## src/rtl/mem_read_arbiter.sv

```systemverilog
// mem_read_arbiter
// Shares one AXI-style memory read channel between the i-cache (M0) and the
// d-cache (M1). Round-robin grant, a single outstanding transaction, and the
// returned beats are steered to the granted requester only.
module mem_read_arbiter #(
  parameter int ADDR_W = 26,
  parameter int DATA_W = 32,
  parameter int LEN_W  = 8
) (
  input  logic              clk,
  input  logic              rst_n,
  // requester 0 (i-cache)
  input  logic [ADDR_W-1:0] m0_araddr,
  input  logic [LEN_W-1:0]  m0_arlen,
  input  logic              m0_arvalid,
  output logic              m0_arready,
  output logic [DATA_W-1:0] m0_rdata,
  output logic              m0_rvalid,
  input  logic              m0_rready,
  // requester 1 (d-cache)
  input  logic [ADDR_W-1:0] m1_araddr,
  input  logic [LEN_W-1:0]  m1_arlen,
  input  logic              m1_arvalid,
  output logic              m1_arready,
  output logic [DATA_W-1:0] m1_rdata,
  output logic              m1_rvalid,
  input  logic              m1_rready,
  // memory side
  output logic [ADDR_W-1:0] s_araddr,
  output logic [LEN_W-1:0]  s_arlen,
  output logic [3:0]        s_arid,
  output logic              s_arvalid,
  input  logic              s_arready,
  input  logic [DATA_W-1:0] s_rdata,
  input  logic              s_rvalid,
  output logic              s_rready,
  output logic              busy
);

  typedef enum logic [1:0] {
    ST_IDLE = 2'd0,
    ST_ADDR = 2'd1,
    ST_DATA = 2'd2
  } state_t;

  localparam logic [LEN_W-1:0] LEN_ONE = {{(LEN_W-1){1'b0}}, 1'b1};

  state_t            state_r;
  logic              grant_r;
  logic              last_grant_r;
  logic [ADDR_W-1:0] araddr_r;
  logic [LEN_W-1:0]  arlen_r;
  logic [LEN_W-1:0]  beats_left_r;

  logic              req_any_s;
  logic              pick_s;
  logic              in_addr_s;
  logic              in_data_s;
  logic              sel_rready_s;
  logic              beat_hs_s;

  // Round-robin choice: on contention the requester not served last time wins
  always_comb begin
    req_any_s = m0_arvalid | m1_arvalid;
    if (m0_arvalid && m1_arvalid) begin
      pick_s = ~last_grant_r;
    end else if (m1_arvalid) begin
      pick_s = 1'b1;
    end else begin
      pick_s = 1'b0;
    end
  end

  // Steer handshakes between memory and the granted requester only
  always_comb begin
    in_addr_s    = (state_r == ST_ADDR);
    in_data_s    = (state_r == ST_DATA);
    sel_rready_s = grant_r ? m1_rready : m0_rready;
    s_arvalid    = in_addr_s;
    s_rready     = in_data_s & sel_rready_s;
    m0_arready   = in_addr_s & ~grant_r & s_arready;
    m1_arready   = in_addr_s &  grant_r & s_arready;
    m0_rvalid    = in_data_s & ~grant_r & s_rvalid;
    m1_rvalid    = in_data_s &  grant_r & s_rvalid;
    beat_hs_s    = in_data_s & s_rvalid & sel_rready_s;
  end

  assign m0_rdata = s_rdata;
  assign m1_rdata = s_rdata;
  assign s_araddr = araddr_r;
  assign s_arlen  = arlen_r;
  assign s_arid   = {3'b000, grant_r};
  assign busy     = (state_r != ST_IDLE);

  // Transaction sequencing: arbitrate, issue the latched address, count beats
  always_ff @(posedge clk or negedge rst_n) begin
    if (!rst_n) begin
      state_r      <= ST_IDLE;
      grant_r      <= 1'b0;
      last_grant_r <= 1'b1;
      araddr_r     <= '0;
      arlen_r      <= '0;
      beats_left_r <= '0;
    end else begin
      case (state_r)
        ST_IDLE: begin
          if (req_any_s) begin
            grant_r  <= pick_s;
            araddr_r <= pick_s ? m1_araddr : m0_araddr;
            arlen_r  <= pick_s ? m1_arlen : m0_arlen;
            state_r  <= ST_ADDR;
          end else begin
            state_r  <= ST_IDLE;
          end
        end
        ST_ADDR: begin
          if (s_arready) begin
            // a zero length is served as a single beat
            beats_left_r <= (arlen_r == '0) ? LEN_ONE : arlen_r;
            state_r      <= ST_DATA;
          end else begin
            state_r      <= ST_ADDR;
          end
        end
        ST_DATA: begin
          if (beat_hs_s) begin
            if (beats_left_r <= LEN_ONE) begin
              // last beat: saturate at zero and remember who was served
              beats_left_r <= '0;
              last_grant_r <= grant_r;
              state_r      <= ST_IDLE;
            end else begin
              beats_left_r <= beats_left_r - LEN_ONE;
            end
          end else begin
            state_r <= ST_DATA;
          end
        end
        default: begin
          state_r <= ST_IDLE;
        end
      endcase
    end
  end

endmodule

```

## config.mk

```make
export PLATFORM = sky130hd
export DESIGN_NAME = mem_read_arbiter
export DESIGN_NICKNAME = d
export VERILOG_FILES = /design/src/rtl/mem_read_arbiter.sv
export SDC_FILE = /design/constraint.sdc
export NUM_CORES = 1
export LEC_CHECK = 0
export ABC_CLOCK_PERIOD_IN_PS = 4850
export BUFFER_PORTS_ARGS = -buffer_cell sky130_fd_sc_hd__buf_4
export CAP_MARGIN = 15
export CORE_ASPECT_RATIO = 1.1
export CORE_UTILIZATION = 35
export DETAILED_ROUTE_END_ITERATION = 10
export HOLD_SLACK_MARGIN = 0.03
export PLACE_DENSITY = 0.71
export SLEW_MARGIN = 30
export SYNTH_ARGS = -nofsm -noshare
export SYNTH_HDL_FRONTEND = slang
export SYNTH_SLANG_ARGS = --single-unit
export TNS_END_PERCENT = 20
```

## constraint.sdc

```tcl
create_clock -name clk -period 4.85 [get_ports clk]
set_input_delay 0.2425 -clock clk [delete_from_list [all_inputs] [get_ports clk]]
set_output_delay 0.2425 -clock clk [all_outputs]
set_load 0.01 [all_outputs]
```

**After elaboration in Yosys (flattened, before gate mapping)**

Index checks and enable logic that the tools add are counted.

- Output and inout bits: 109
- Bits of input ports: 108
- Logic and storage cells: 50
- Bits in writable memories: 0
- Memories: 0
- Flip-flop bits (word level): 46
- Bits in read-only memories: 0
- Bits in latches: 0

- Equal/unequal tests: 5
- $mul: 0
- Div/mod/pow operators: 0
- Add/subtract/negate cells: 1
- Shift-type cells: 0
- $lt $le $gt $ge: 1
- Bitwise logic cells: 14
- Reduce and logical (&&, ||, !) cells: 8
- Muxes and demuxes: 15

Operator list:

| kind | count |
|---|---|
| $mux 8 | 5 |
| $mux 26 | 1 |
| $pmux 8 s2 | 1 |
| $and 1x1->1 | 11 |
| $le 8x1->1 const B | 1 |
| $logic_not 8->1 | 1 |
| $sub 8x1->8 const B | 1 |
| $mux 2 | 3 |
| $pmux 2 s3 | 1 |
| $reduce_and 3->1 | 2 |
| $mux 1 | 4 |
| $ne 2x1->1 const B | 2 |
| $reduce_bool 2->1 | 2 |
| $ne 3x2->1 const B | 1 |
| $eq 2x1->1 const B | 1 |
| $eq 2x2->1 const B | 1 |
| $logic_not 2->1 | 1 |
| $not 1->1 | 2 |
| $reduce_and 2->1 | 1 |
| $logic_and 1x1->1 | 1 |
| $or 1x1->1 | 1 |

**Depth between registers and ports, before layout**

Gate-level depths: netlist of the first run.

- Word-level depth: 5
- Gate-level depth with buffers: 7
- Mapped depth without buffers: 6

**Least setup slack after synthesis of the first run**

Ideal clock, no wire load.

- Kind: reg-to-reg
- Start point: register beats_left_r[0]
- End point: register state_r[1]
- Library setup time: 126 ps
- Slack: 3002 ps
- Required time: 4724 ps
- Data arrival time: 1722 ps
- Stages on the path, launching flop included: 7
- Path buffers: 0
- Clock period less this slack: 1848 ps
- Path through: dfrtp_1 -> inv_1 -> ha_1 -> or2_2 -> a311oi_1 -> nor3_1 -> a221o_2

- Longest elaborated chain between the ends: 2

RTL lines:

| what | line | text |
|---|---|---|
| start, declared | 53 | `logic [LEN_W-1:0] beats_left_r;` |
| start signal, assigned | 119 | `beats_left_r <= (arlen_r == '0) ? LEN_ONE : arlen_r;` |
| start signal, assigned | 133 | `beats_left_r <= beats_left_r - LEN_ONE;` |
| $le 8x1->1 | 127 | `if (beats_left_r <= LEN_ONE) begin` |
| $ne 3x2->1 (no source line) | -- |  |
| end signal, assigned | 131 | `state_r <= ST_IDLE;` |
| end signal, assigned | 136 | `state_r <= ST_DATA;` |
| end signal, assigned | 140 | `state_r <= ST_IDLE;` |
| end, declared | 48 | `state_t state_r;` |

Every way passes these cells.
A chain may end at the register's enable or synchronous reset.

**Worst setup path in the final report of the first run**

- Start point: register state_r[0]
- End point: output port s_rready

- Longest elaborated chain between the ends: 2

RTL lines:

| what | line | text |
|---|---|---|
| start signal, assigned | 98 | `state_r <= ST_IDLE;` |
| start signal, assigned | 111 | `state_r <= ST_ADDR;` |
| start signal, assigned | 113 | `state_r <= ST_IDLE;` |
| $eq 2x2->1 | 77 | `in_data_s = (state_r == ST_DATA);` |
| $and 1x1->1 | 80 | `s_rready = in_data_s & sel_rready_s;` |
| end, declared | 36 | `output logic s_rready,` |

Every way passes these cells.

==> impl_metrics.env, run 1 <==
export IMPL_drt_pass1_iter_count=4
export IMPL_fmax_mhz=483
export IMPL_tns_ps=0
export IMPL_hold_buffers=1
export IMPL_setup_violations=0
export IMPL_synth_area_leaders="dfrtp_1, buf_4, mux2i_1, o21ai_0, nand2_1"
export IMPL_cts_tree="yes"
export IMPL_synth_top_cell_area_share_pct=38.0
export IMPL_slew_headroom_pct=60.4
export IMPL_die_area_um2=8830
export IMPL_h_tree_depth=2
export IMPL_mostFrequentLayoutCell="buf_4"
export IMPL_area_growth_pct=19.7
export IMPL_cts_resized=0
export IMPL_syn_inst=320
export IMPL_die_w_um=89.7
export IMPL_syn_cell_area_um2=2960
export IMPL_startpoint_type="flip-flop"
export IMPL_min_from="m0_araddr[11]"
export IMPL_diodes=0
export IMPL_r2r_end="state_r[1]"
export IMPL_die_h_um=98.5
export IMPL_yosysUniqueCellTypes=44
export IMPL_synth_edf_count=0
export IMPL_cts_buffer_depth=2
export IMPL_grt_pass1_wl_mm=10.8
export IMPL_yosys_area_top_type="dfrtp_1"
export IMPL_core_area_um2=8040
export IMPL_worstPathRequired_ps=4610
export IMPL_ff2ff_path_depth=6
export IMPL_grt_remaining_overflow=0
export IMPL_fin_worst_skew_ps=4.99
export IMPL_ys_flop_type="dfrtp_1"
export IMPL_outcome="complete, no violations"
export IMPL_cts_setup_buffers=0
export IMPL_yosysSeqAreaShare_pct=38.9
export IMPL_final_antenna_net_count=0
export IMPL_tightest_slew_ps=590
export IMPL_vias=2329
export IMPL_rows=34
export IMPL_hp_class="input port to flip-flop"
export IMPL_hold_slack_ps=237
export IMPL_p_leak_nw=1.78
export IMPL_whs_path_depth=3
export IMPL_grt_max_degree=51
export IMPL_cts_buffers=5
export IMPL_place_hpwl_mm=5.09
export IMPL_drv_cap=0
export IMPL_io_buffer_count=117
export IMPL_synth_seq_cells=46
export IMPL_fin_nets=481
export IMPL_clk_pin_slew_ps=80
export IMPL_ir_worst_vdd_uv=187
export IMPL_drive_above_1_share_pct=37.5
export IMPL_viasPerCell=4.89
export IMPL_post_route_drc_count=0
export IMPL_finalMaxSlewViolations=0
export IMPL_rsz0062_at_grt="no"
export IMPL_clock_latency_ps=290
export IMPL_period_needed_ps=2070
export IMPL_cp_max_fo=13
export IMPL_pin_count=217
export IMPL_antenna_found_initial=0
export IMPL_r2r_start="state_r[0]"
export IMPL_r2r_setup_slack_ps=2810
export IMPL_arrival_ps=1830
export IMPL_p_per_area_nw_per_um2=561
export IMPL_critPathCaptureType="primary output"
export IMPL_synthArstFlopShare_pct=100
export IMPL_finalHoldViolations=0
export IMPL_gp_congestion=0.881
export IMPL_drt_iter0_drc=88
export IMPL_grt_pass1_vias=2361
export IMPL_wl_per_cell_um=13.9
export IMPL_syn_avg_cell_area_um2=9.25
export IMPL_clock_sinks=46
export IMPL_globalRouteTotalUtil_pct=14.9
export IMPL_critical_path_class="flip-flop to primary output"
export IMPL_clockRootBuffer="clkbuf_8"
export IMPL_min_period_over_period_pct=42.7
export IMPL_fin_util_pct=44.1
export IMPL_routed_wl_mm=6.60
export IMPL_power_w=0.00199
export IMPL_start_util_pct=36.8
export IMPL_yosysWarnings=0
export IMPL_layout_common_cells="buf_4, dfrtp_1, nand2_1, o21ai_0, mux2i_1"
export IMPL_hold_end="s_araddr[11]"
## cells in the mapped netlist, types with 2 or more instances
library cell	number
a32oi_1	2
a22oi_1	2
o31ai_1	3
o22ai_1	2
nand2_1	40
a21oi_1	4
nor3_1	8
dfrtp_1	45
or3_1	3
buf_4	68
nor4_1	2
clkbuf_1	9
o21ai_0	39
o211ai_1	2
inv_1	9
nand3_1	4
ha_1	6
mux2_4	2
nor2_1	7
mux2i_1	35
and3_2	2
buf_2	4
## per-stage QoR
stage	area, um^2	setup slack [ps]	cells
after CTS	3550	2780	476
final	3550	2780	476
after detailed placement	3440	2820	467
after global placement	3440	2900	467
after floorplan	2970	3000	322
after global routing	3550	2590	476
## flip-flops by register name, summed over array words and instances (netlist names)
signal and count:
last_grant_r 1, beats_left_r 8, s_araddr 26, grant_r 1, state_r 2, s_arlen 8
## logic make-up (layout without fill, tap and decap cells)
kind of cell	Yosys count	in the layout	share of synthesized area, %
compound gates	67	67	13.9
mux	38	38	13.2
simple gates	71	71	10.7
buf+inv	91	137	20.6
fa+ha+maj	6	6	2.53
other cells	1	3	0.127
flops	46	46	38.9
## layer usage
layer	track usage [%]	part of all wire, %
met5	0	0
met4	6.56	2.4
met3	3.94	8.6
met2	27.1	52
met1	16.2	37
## worst max path at each step
stage          slack (ps)             from         end  depth (start not counted)
2_1_floorplan        3000  beats_left_r[0]  state_r[1]                          6
3_3_place_gp         2900       state_r[0]  state_r[1]                          6
3_5_place_dp         2820  beats_left_r[0]  state_r[1]                          6
4_1_cts              2780       state_r[0]    s_rready                          5
5_1_grt              2590       state_r[0]    s_rready                          5
6_report             2780       state_r[0]    s_rready                          5
## report_power, final
group / total, W / internal [W] / switching [W]
Clock: 0.000236 / 0.000115 / 0.000121
Combinational: 0.00102 / 0.000484 / 0.000534
Sequential: 0.000734 / 0.000574 / 0.000159
Total: 0.00199 / 0.00117 / 0.000814
## critical path, stage by stage, from the launching register on
cell,delay [ps]
dfrtp_1,420
inv_1,90
ha_1,410
inv_1,300
nor2_1,170
buf_4,130
## area by class of cell
cell class              count  area [um^2]
clock buffers               7         86.3
clock inverters             1         5.00
fillers                   815         4490
inverters                   9         33.8
multi-input cells         185         1230
flip-flops and latches     46         1150
well taps                 108          135
repair buffers            120          903
Power figures use the tool's default switching activity.
==> run 2, diff against run 1 <==
--- a/config.mk
+++ b/config.mk
@@ -5,14 +5,15 @@
 export SDC_FILE = /design/constraint.sdc
 export NUM_CORES = 1
 export LEC_CHECK = 0
-export ABC_CLOCK_PERIOD_IN_PS = 4850
+export ABC_AREA = 1
+export ABC_CLOCK_PERIOD_IN_PS = 1900
 export BUFFER_PORTS_ARGS = -buffer_cell sky130_fd_sc_hd__buf_4
 export CAP_MARGIN = 15
 export CORE_ASPECT_RATIO = 1.1
 export CORE_UTILIZATION = 35
 export DETAILED_ROUTE_END_ITERATION = 10
 export HOLD_SLACK_MARGIN = 0.03
-export PLACE_DENSITY = 0.71
+export PLACE_DENSITY = 0.73
 export SLEW_MARGIN = 30
 export SYNTH_ARGS = -nofsm -noshare
 export SYNTH_HDL_FRONTEND = slang
==> constraint.sdc (replaced) <==
create_clock -name clk -period 1.9 [get_ports clk]
set_input_delay 0.095 -clock clk [delete_from_list [all_inputs] [get_ports clk]]
set_output_delay 0.095 -clock clk [all_outputs]
set_load 0.01 [all_outputs]
==> run 2 against run 1 <==
Area after synthesis up 1.7%; synthesized cell count up 26%; die area up 1.7%; critical endpoint unchanged; clock skew up 3.5 ps; sequential power rose to 2.6 times the previous value; critical path type unchanged.
==> impl_metrics.env, run 2 <==
export IMPL_clock_latency_ps=290
export IMPL_die_w_um=90.5
export IMPL_core_area_um2=8360
export IMPL_fin_nets=569
export IMPL_cts_tree="yes"
export IMPL_critPathCaptureType="primary output"
export IMPL_yosysUniqueCellTypes=28
export IMPL_diodes=0
export IMPL_p_int_w=0.00317
export IMPL_area_growth_pct=19.8
export IMPL_drt_pass1_iter_count=4
export IMPL_hp_class="input port to flip-flop"
export IMPL_setup_violations=0
export IMPL_largest_reg_flops=26
export IMPL_tns_ps=0
export IMPL_mostFrequentLayoutCell="buf_4"
export IMPL_crit_chain="inv_1 -> ha_1 -> inv_2 -> nor2_1 -> buf_4"
export IMPL_cp_max_fo=9
export IMPL_yosysSeqAreaShare_pct=38.2
export IMPL_min_period_over_period_pct=83.3
export IMPL_syn_cell_area_um2=3010
export IMPL_grt_pass1_wl_mm=12.4
export IMPL_startpoint_type="flip-flop"
export IMPL_routed_wl_mm=7.56
export IMPL_combPwrFrac_pct=53.6
export IMPL_synth_top_cells_by_count="nand2_1, buf_4, nor2_1"
export IMPL_drv_cap=0
export IMPL_finalHoldViolations=0
export IMPL_vias=2707
export IMPL_crit_slowest_cell="dfrtp_1"
export IMPL_period_needed_ps=1580
export IMPL_seqPwrFrac_pct=33.5
export IMPL_p_switching_w=0.00243
export IMPL_clockRootBuffer="clkbuf_8"
export IMPL_synth_edf_count=0
export IMPL_h_tree_depth=2
export IMPL_seq_area_um2=1150
export IMPL_place_area_um2=3490
export IMPL_rsz0062_at_grt="no"
export IMPL_synth_area_leaders="dfrtp_1, buf_4, nand2_1, o21ai_0, nor2_1"
export IMPL_syn_inst=404
export IMPL_antenna_found_initial=0
export IMPL_outcome="complete, no violations"
export IMPL_slowest_delay_ps=400
export IMPL_clk_pin_slew_ps=90
export IMPL_start_util_pct=36.0
export IMPL_clock_sinks=46
export IMPL_finalMaxSlewViolations=0
export IMPL_slew_headroom_pct=60.7
export IMPL_die_area_um2=8980
export IMPL_stdcell_area_um2=3610
export IMPL_crit_family="flip-flops"
export IMPL_swShare_pct=43.4
export IMPL_cts_buffers=5
export IMPL_place_hpwl_mm=5.82
export IMPL_grt_max_degree=47
export IMPL_yosysWarnings=0
export IMPL_final_antenna_net_count=0
export IMPL_fmax_mhz=632
export IMPL_synthArstFlopShare_pct=100
export IMPL_viasPerCell=4.77
export IMPL_fin_worst_skew_ps=8.51
export IMPL_p_clk_share_pct=12.9
export IMPL_post_synth_top_count_cell="nand2_1"
export IMPL_layout_common_cells="buf_4, nand2_1, nor2_1, dfrtp_1, o21ai_0"
export IMPL_worstPathRequired_ps=1800
export IMPL_grt_remaining_overflow=0
export IMPL_synth_top_cell_area_share_pct=37.4
export IMPL_drive_above_1_share_pct=31.6
export IMPL_post_route_drc_count=0
export IMPL_io_buffer_count=117
export IMPL_p_leak_nw=1.85
export IMPL_cts_resized=0
export IMPL_rows=35
export IMPL_gp_congestion=0.900
export IMPL_drt_iter0_drc=123
export IMPL_critical_path_class="flip-flop to primary output"
export IMPL_grt_pass1_vias=2790
export IMPL_yosys_area_top_type="dfrtp_1"
export IMPL_p_per_area_nw_per_um2=1550
export IMPL_fillers=854
export IMPL_pin_count=217
export IMPL_multiInputGateArea_um2=1190
export IMPL_ys_flop_type="dfrtp_1"
export IMPL_wl_per_cell_um=13.3
export IMPL_cts_buffer_depth=2
export IMPL_syn_avg_cell_area_um2=7.46
export IMPL_globalRouteTotalUtil_pct=17.0
export IMPL_cp_buffers_inverters=3
export IMPL_die_h_um=99.3
export IMPL_arrival_ps=1490
export IMPL_synth_seq_cells=46
export IMPL_ir_worst_vdd_uv=667
export IMPL_tightest_slew_ps=589
## run 2: cell types whose count changed in the layout (fill, tap and decap cells not counted), moves of 3 or more
cell	previous run	this run
inv_1	9	20
inv_2	0	4
mux2i_1	35	0
nand2_1	40	98
nand2_2	0	4
nor2_1	7	49
nor2_2	0	3
nor3_1	8	1
o21ai_1	0	25
o22ai_1	2	7
o31ai_1	3	0
or3_1	3	0
## run 2: worst paths after layout
check | endpoint | from | slack, ps | depth (start not counted)
max in group asynchronous | beats_left_r[6] | rst_n | 1150 | 2
worst max-delay path | s_rready | state_r[0] | 320 | 5
worst max register to register | s_araddr[24] | state_r[0] | 320 | 7
worst min-delay path | s_araddr[4] | m1_araddr[4] | 50 | 3
worst min register to register | last_grant_r | last_grant_r | 480 | 2
min in group asynchronous | s_araddr[25] | rst_n | 350 | 2
## run 2: power groups by stage
stage          clock network (W)  logic (W)  registers (W)
2_1_floorplan                  0    0.00183        0.00196
4_1_cts                 0.000734    0.00303        0.00188
5_1_grt                 0.000778    0.00337        0.00193
3_5_place_dp                   0    0.00303        0.00189
3_3_place_gp                   0    0.00295        0.00188
6_report                0.000722    0.00300        0.00188
## run 2: layer usage
metal / share of wire (%) / vias to the layer above / track usage (%) / routed length, um
li1: - / 1311 / - / -
met1: 39 / 1244 / 18.4 / 2970
met3: 8.1 / 23 / 5.50 / 613
met5: 0 / - / 0 / 0
met4: 2.8 / 0 / 7.82 / 211
met2: 50 / 129 / 30.2 / 3760
## run 2: area by class of cell
type	count	share of cell area, %
Multi-Input combinational cell	254	33.0
Sequential cell	46	31.9
Timing Repair Buffer	122	25.5
Tap cell	111	3.85
Inverter	26	2.84
Clock buffer	7	2.12
Clock inverter	1	0.832
## run 2: worst reg2reg max path, stage by stage, from the launching register on
cell and delay, ps:
dfrtp_1 400, inv_1 110, ha_1 180, inv_1 80, nor2_4 230, inv_2 260
nand2_1 140, o21ai_1 70
## run 2: per-stage QoR
stage	hold WS, ps	power, W	worst slack (ps)	instances	util (%)
after floorplan	-201	0.00379	517	406	-
after global placement	138	0.00483	355	558	41.8
after detailed placement	142	0.00492	316	558	41.8
after CTS	45.5	0.00564	288	567	43.1
after global routing	47.8	0.00608	163	567	43.1
final	51.0	0.00560	318	567	43.1
## run 2: what timing repair did
item                      in CTS  in global routing
hold buffers                   1                  0
hold endpoints to repair      45                  0
setup buffers                  0                  0
## run 2: cells by family (layout without fill, tap and decap cells)
group | count (synthesis) | count (layout) | synth area share (%)
and+or+nand+nor | 168 | 168 | 23.3
adders and majority gates | 6 | 6 | 2.49
xor gates and xnor gates | 1 | 1 | 0.291
other | 1 | 3 | 0.124
buffers and inverters | 106 | 156 | 22.5
DFF | 46 | 46 | 38.2
AOI/OAI and AO/OA | 76 | 76 | 13.0
==> run 3, diff against run 2 <==
--- a/config.mk
+++ b/config.mk
@@ -6,14 +6,14 @@
 export NUM_CORES = 1
 export LEC_CHECK = 0
 export ABC_AREA = 1
-export ABC_CLOCK_PERIOD_IN_PS = 1900
+export ABC_CLOCK_PERIOD_IN_PS = 1600
 export BUFFER_PORTS_ARGS = -buffer_cell sky130_fd_sc_hd__buf_4
 export CAP_MARGIN = 15
 export CORE_ASPECT_RATIO = 1.1
 export CORE_UTILIZATION = 35
 export DETAILED_ROUTE_END_ITERATION = 10
 export HOLD_SLACK_MARGIN = 0.03
-export PLACE_DENSITY = 0.73
+export PLACE_DENSITY = 0.71
 export SLEW_MARGIN = 30
 export SYNTH_ARGS = -nofsm -noshare
 export SYNTH_HDL_FRONTEND = slang
==> constraint.sdc (replaced) <==
create_clock -name clk -period 1.6 [get_ports clk]
set_input_delay 0.08 -clock clk [delete_from_list [all_inputs] [get_ports clk]]
set_output_delay 0.08 -clock clk [all_outputs]
set_load 0.01 [all_outputs]
==> run 3 against run 2 <==
Via count grew 0.89%; clock skew shrank 2.8 ps; flip-flop and latch count is the same; count of clock-buffer cells in the layout decreased by 1; critical endpoint is now s_araddr[15]; sequential power is 19% higher; wire length increased by 5.8%; utilization grew 2.4 points; global-route usage is 0.56 points higher; die area unchanged; first-iteration DRC count grew 21%; critical path type is now flip-flop to flip-flop.
==> impl_metrics.env, run 3 (same netlist as run 2, synthesis figures left out) <==
export IMPL_critPathCaptureType="flip-flop"
export IMPL_r2r_setup_slack_ps=80
export IMPL_crit_chain="inv_2 -> ha_4 -> inv_1 -> nor2_4 -> buf_12 -> buf_4 -> buf_4 -> o21ai_0 -> o21ai_1"
export IMPL_swShare_pct=42.3
export IMPL_p_clk_share_pct=12.4
export IMPL_cts_buffer_depth=2
export IMPL_core_area_um2=8360
export IMPL_slowest_delay_ps=420
export IMPL_cp_buffers_inverters=5
export IMPL_clock_sinks=46
export IMPL_h_tree_depth=2
export IMPL_wl_per_cell_um=13.8
export IMPL_hp_class="input port to flip-flop"
export IMPL_clk_pin_slew_ps=90
export IMPL_drt_iter0_drc=149
export IMPL_slew_headroom_pct=60.6
export IMPL_io_buffer_count=117
export IMPL_final_antenna_net_count=0
export IMPL_diodes=0
export IMPL_grt_remaining_overflow=0
export IMPL_crit_slowest_cell="dfrtp_1"
export IMPL_finalHoldViolations=0
export IMPL_p_leak_nw=1.94
export IMPL_hold_end="s_araddr[7]"
export IMPL_post_route_drc_count=0
export IMPL_grt_pass1_wl_mm=12.8
export IMPL_drive_above_1_share_pct=35.1
export IMPL_globalRouteTotalUtil_pct=17.6
export IMPL_startpoint_type="flip-flop"
export IMPL_stdcell_area_um2=3810
export IMPL_r2r_end="s_araddr[15]"
export IMPL_place_hpwl_mm=5.85
export IMPL_min_period_over_period_pct=94.8
export IMPL_fin_nets=581
export IMPL_ff2ff_path_depth=9
export IMPL_fin_util_pct=45.5
export IMPL_mostFrequentLayoutCell="buf_4"
export IMPL_outcome="complete, no violations"
export IMPL_die_w_um=90.5
export IMPL_cp_max_fo=9
export IMPL_crit_family="buffers and inverters"
export IMPL_whs_path_depth=3
export IMPL_drt_pass1_iter_count=4
export IMPL_combPwrFrac_pct=56.5
export IMPL_place_area_um2=3510
export IMPL_setup_violations=0
export IMPL_fin_worst_skew_ps=5.70
export IMPL_tns_ps=0
export IMPL_p_per_area_nw_per_um2=1880
export IMPL_antenna_found_initial=0
export IMPL_r2r_start="state_r[0]"
export IMPL_p_int_w=0.00414
export IMPL_pin_count=217
export IMPL_tightest_slew_ps=592
export IMPL_area_growth_pct=26.4
export IMPL_hold_slack_ps=38.6
export IMPL_p_switching_w=0.00303
export IMPL_period_needed_ps=1520
export IMPL_die_area_um2=8980
export IMPL_critPathMostFrequentCell="buf_4"
export IMPL_multiInputGateArea_um2=1220
export IMPL_cts_tree="yes"
export IMPL_gp_congestion=0.884
export IMPL_largest_reg_flops=26
export IMPL_min_from="m1_araddr[7]"
export IMPL_cts_buffers=5
export IMPL_drv_cap=0
export IMPL_die_h_um=99.3
export IMPL_finalMaxSlewViolations=0
export IMPL_rows=35
export IMPL_arrival_ps=1740
export IMPL_clock_latency_ps=290
export IMPL_fillers=824
export IMPL_viasPerCell=4.72
export IMPL_seq_area_um2=1150
export IMPL_grt_pass1_vias=2715
export IMPL_layout_common_cells="buf_4, nand2_1, nor2_1, dfrtp_1, o21ai_0"
export IMPL_critical_path_class="flip-flop to flip-flop"
export IMPL_clockRootBuffer="clkbuf_8"
export IMPL_seqPwrFrac_pct=31.1
export IMPL_ir_worst_vdd_uv=944
export IMPL_grt_max_degree=47
export IMPL_routed_wl_mm=8.00
export IMPL_fmax_mhz=660
export IMPL_start_util_pct=36.0
export IMPL_worstPathRequired_ps=1820
export IMPL_vias=2731
run 3: power groups by stage:
stage / Combinational [W] / Clock (W) / Sequential, W
6_report: 0.00405 / 0.000888 / 0.00223
4_1_cts: 0.00364 / 0.000903 / 0.00223
3_5_place_dp: 0.00362 / 0 / 0.00224
2_1_floorplan: 0.00217 / 0 / 0.00233
3_3_place_gp: 0.00352 / 0 / 0.00224
5_1_grt: 0.00450 / 0.000942 / 0.00230
run 3: worst reg2reg max path: cells and delay by family (launching register included):
kind | cells | cell delay, ps
buf+inv | 5 | 540
fa+ha+maj | 1 | 150
simple gates | 1 | 130
flops | 1 | 420
compound gates | 2 | 220
run 3: repair_timing:
action / in CTS / in global routing
setup buffers: 0 / 10
hold buffers: 1 / 0
endpoints found under the setup margin: 10 / 45
resized for setup: 2 / 17
gates cloned: 0 / 1
pin swaps: 1 / 4
endpoints found under the hold margin: 45 / 0
run 3: metal layers:
metal	vias to the layer above	share of wire (%)	GRT usage, %	routed length (um)
li1	1332	-	-	-
met1	1251	41	20.8	3290
met2	131	48	29.8	3880
met3	17	8.3	4.82	662
met4	0	2.1	7.94	170
met5	-	0	0	0
run 3: how the worst max path moves through the flow:
stage	start	to	slack [ps]	cells after the start
6_report	state_r[0]	s_araddr[15]	80	9
5_1_grt	state_r[0]	s_araddr[14]	-10	9
4_1_cts	state_r[0]	s_araddr[23]	7	7
3_5_place_dp	state_r[0]	beats_left_r[5]	-40	11
3_3_place_gp	state_r[0]	beats_left_r[4]	10	11
2_1_floorplan	state_r[0]	beats_left_r[4]	220	11
run 3: area by class of cell:
type                            count  area share (%)
Tap cell                          111            3.65
Clock inverter                      1           0.788
Multi-Input combinational cell    254            32.1
Timing Repair Buffer              134            28.2
Sequential cell                    46            30.3
Clock buffer                        6            2.17
Inverter                           26            2.83
run 3: through the flow:
step                power, W  instances  setup slack, ps
floorplan            0.00450        406              217
global placement     0.00576        559             9.95
detailed placement   0.00587        559            -37.6
CTS                  0.00677        567             6.98
global route         0.00775        578            -14.0
finish               0.00716        578             83.8
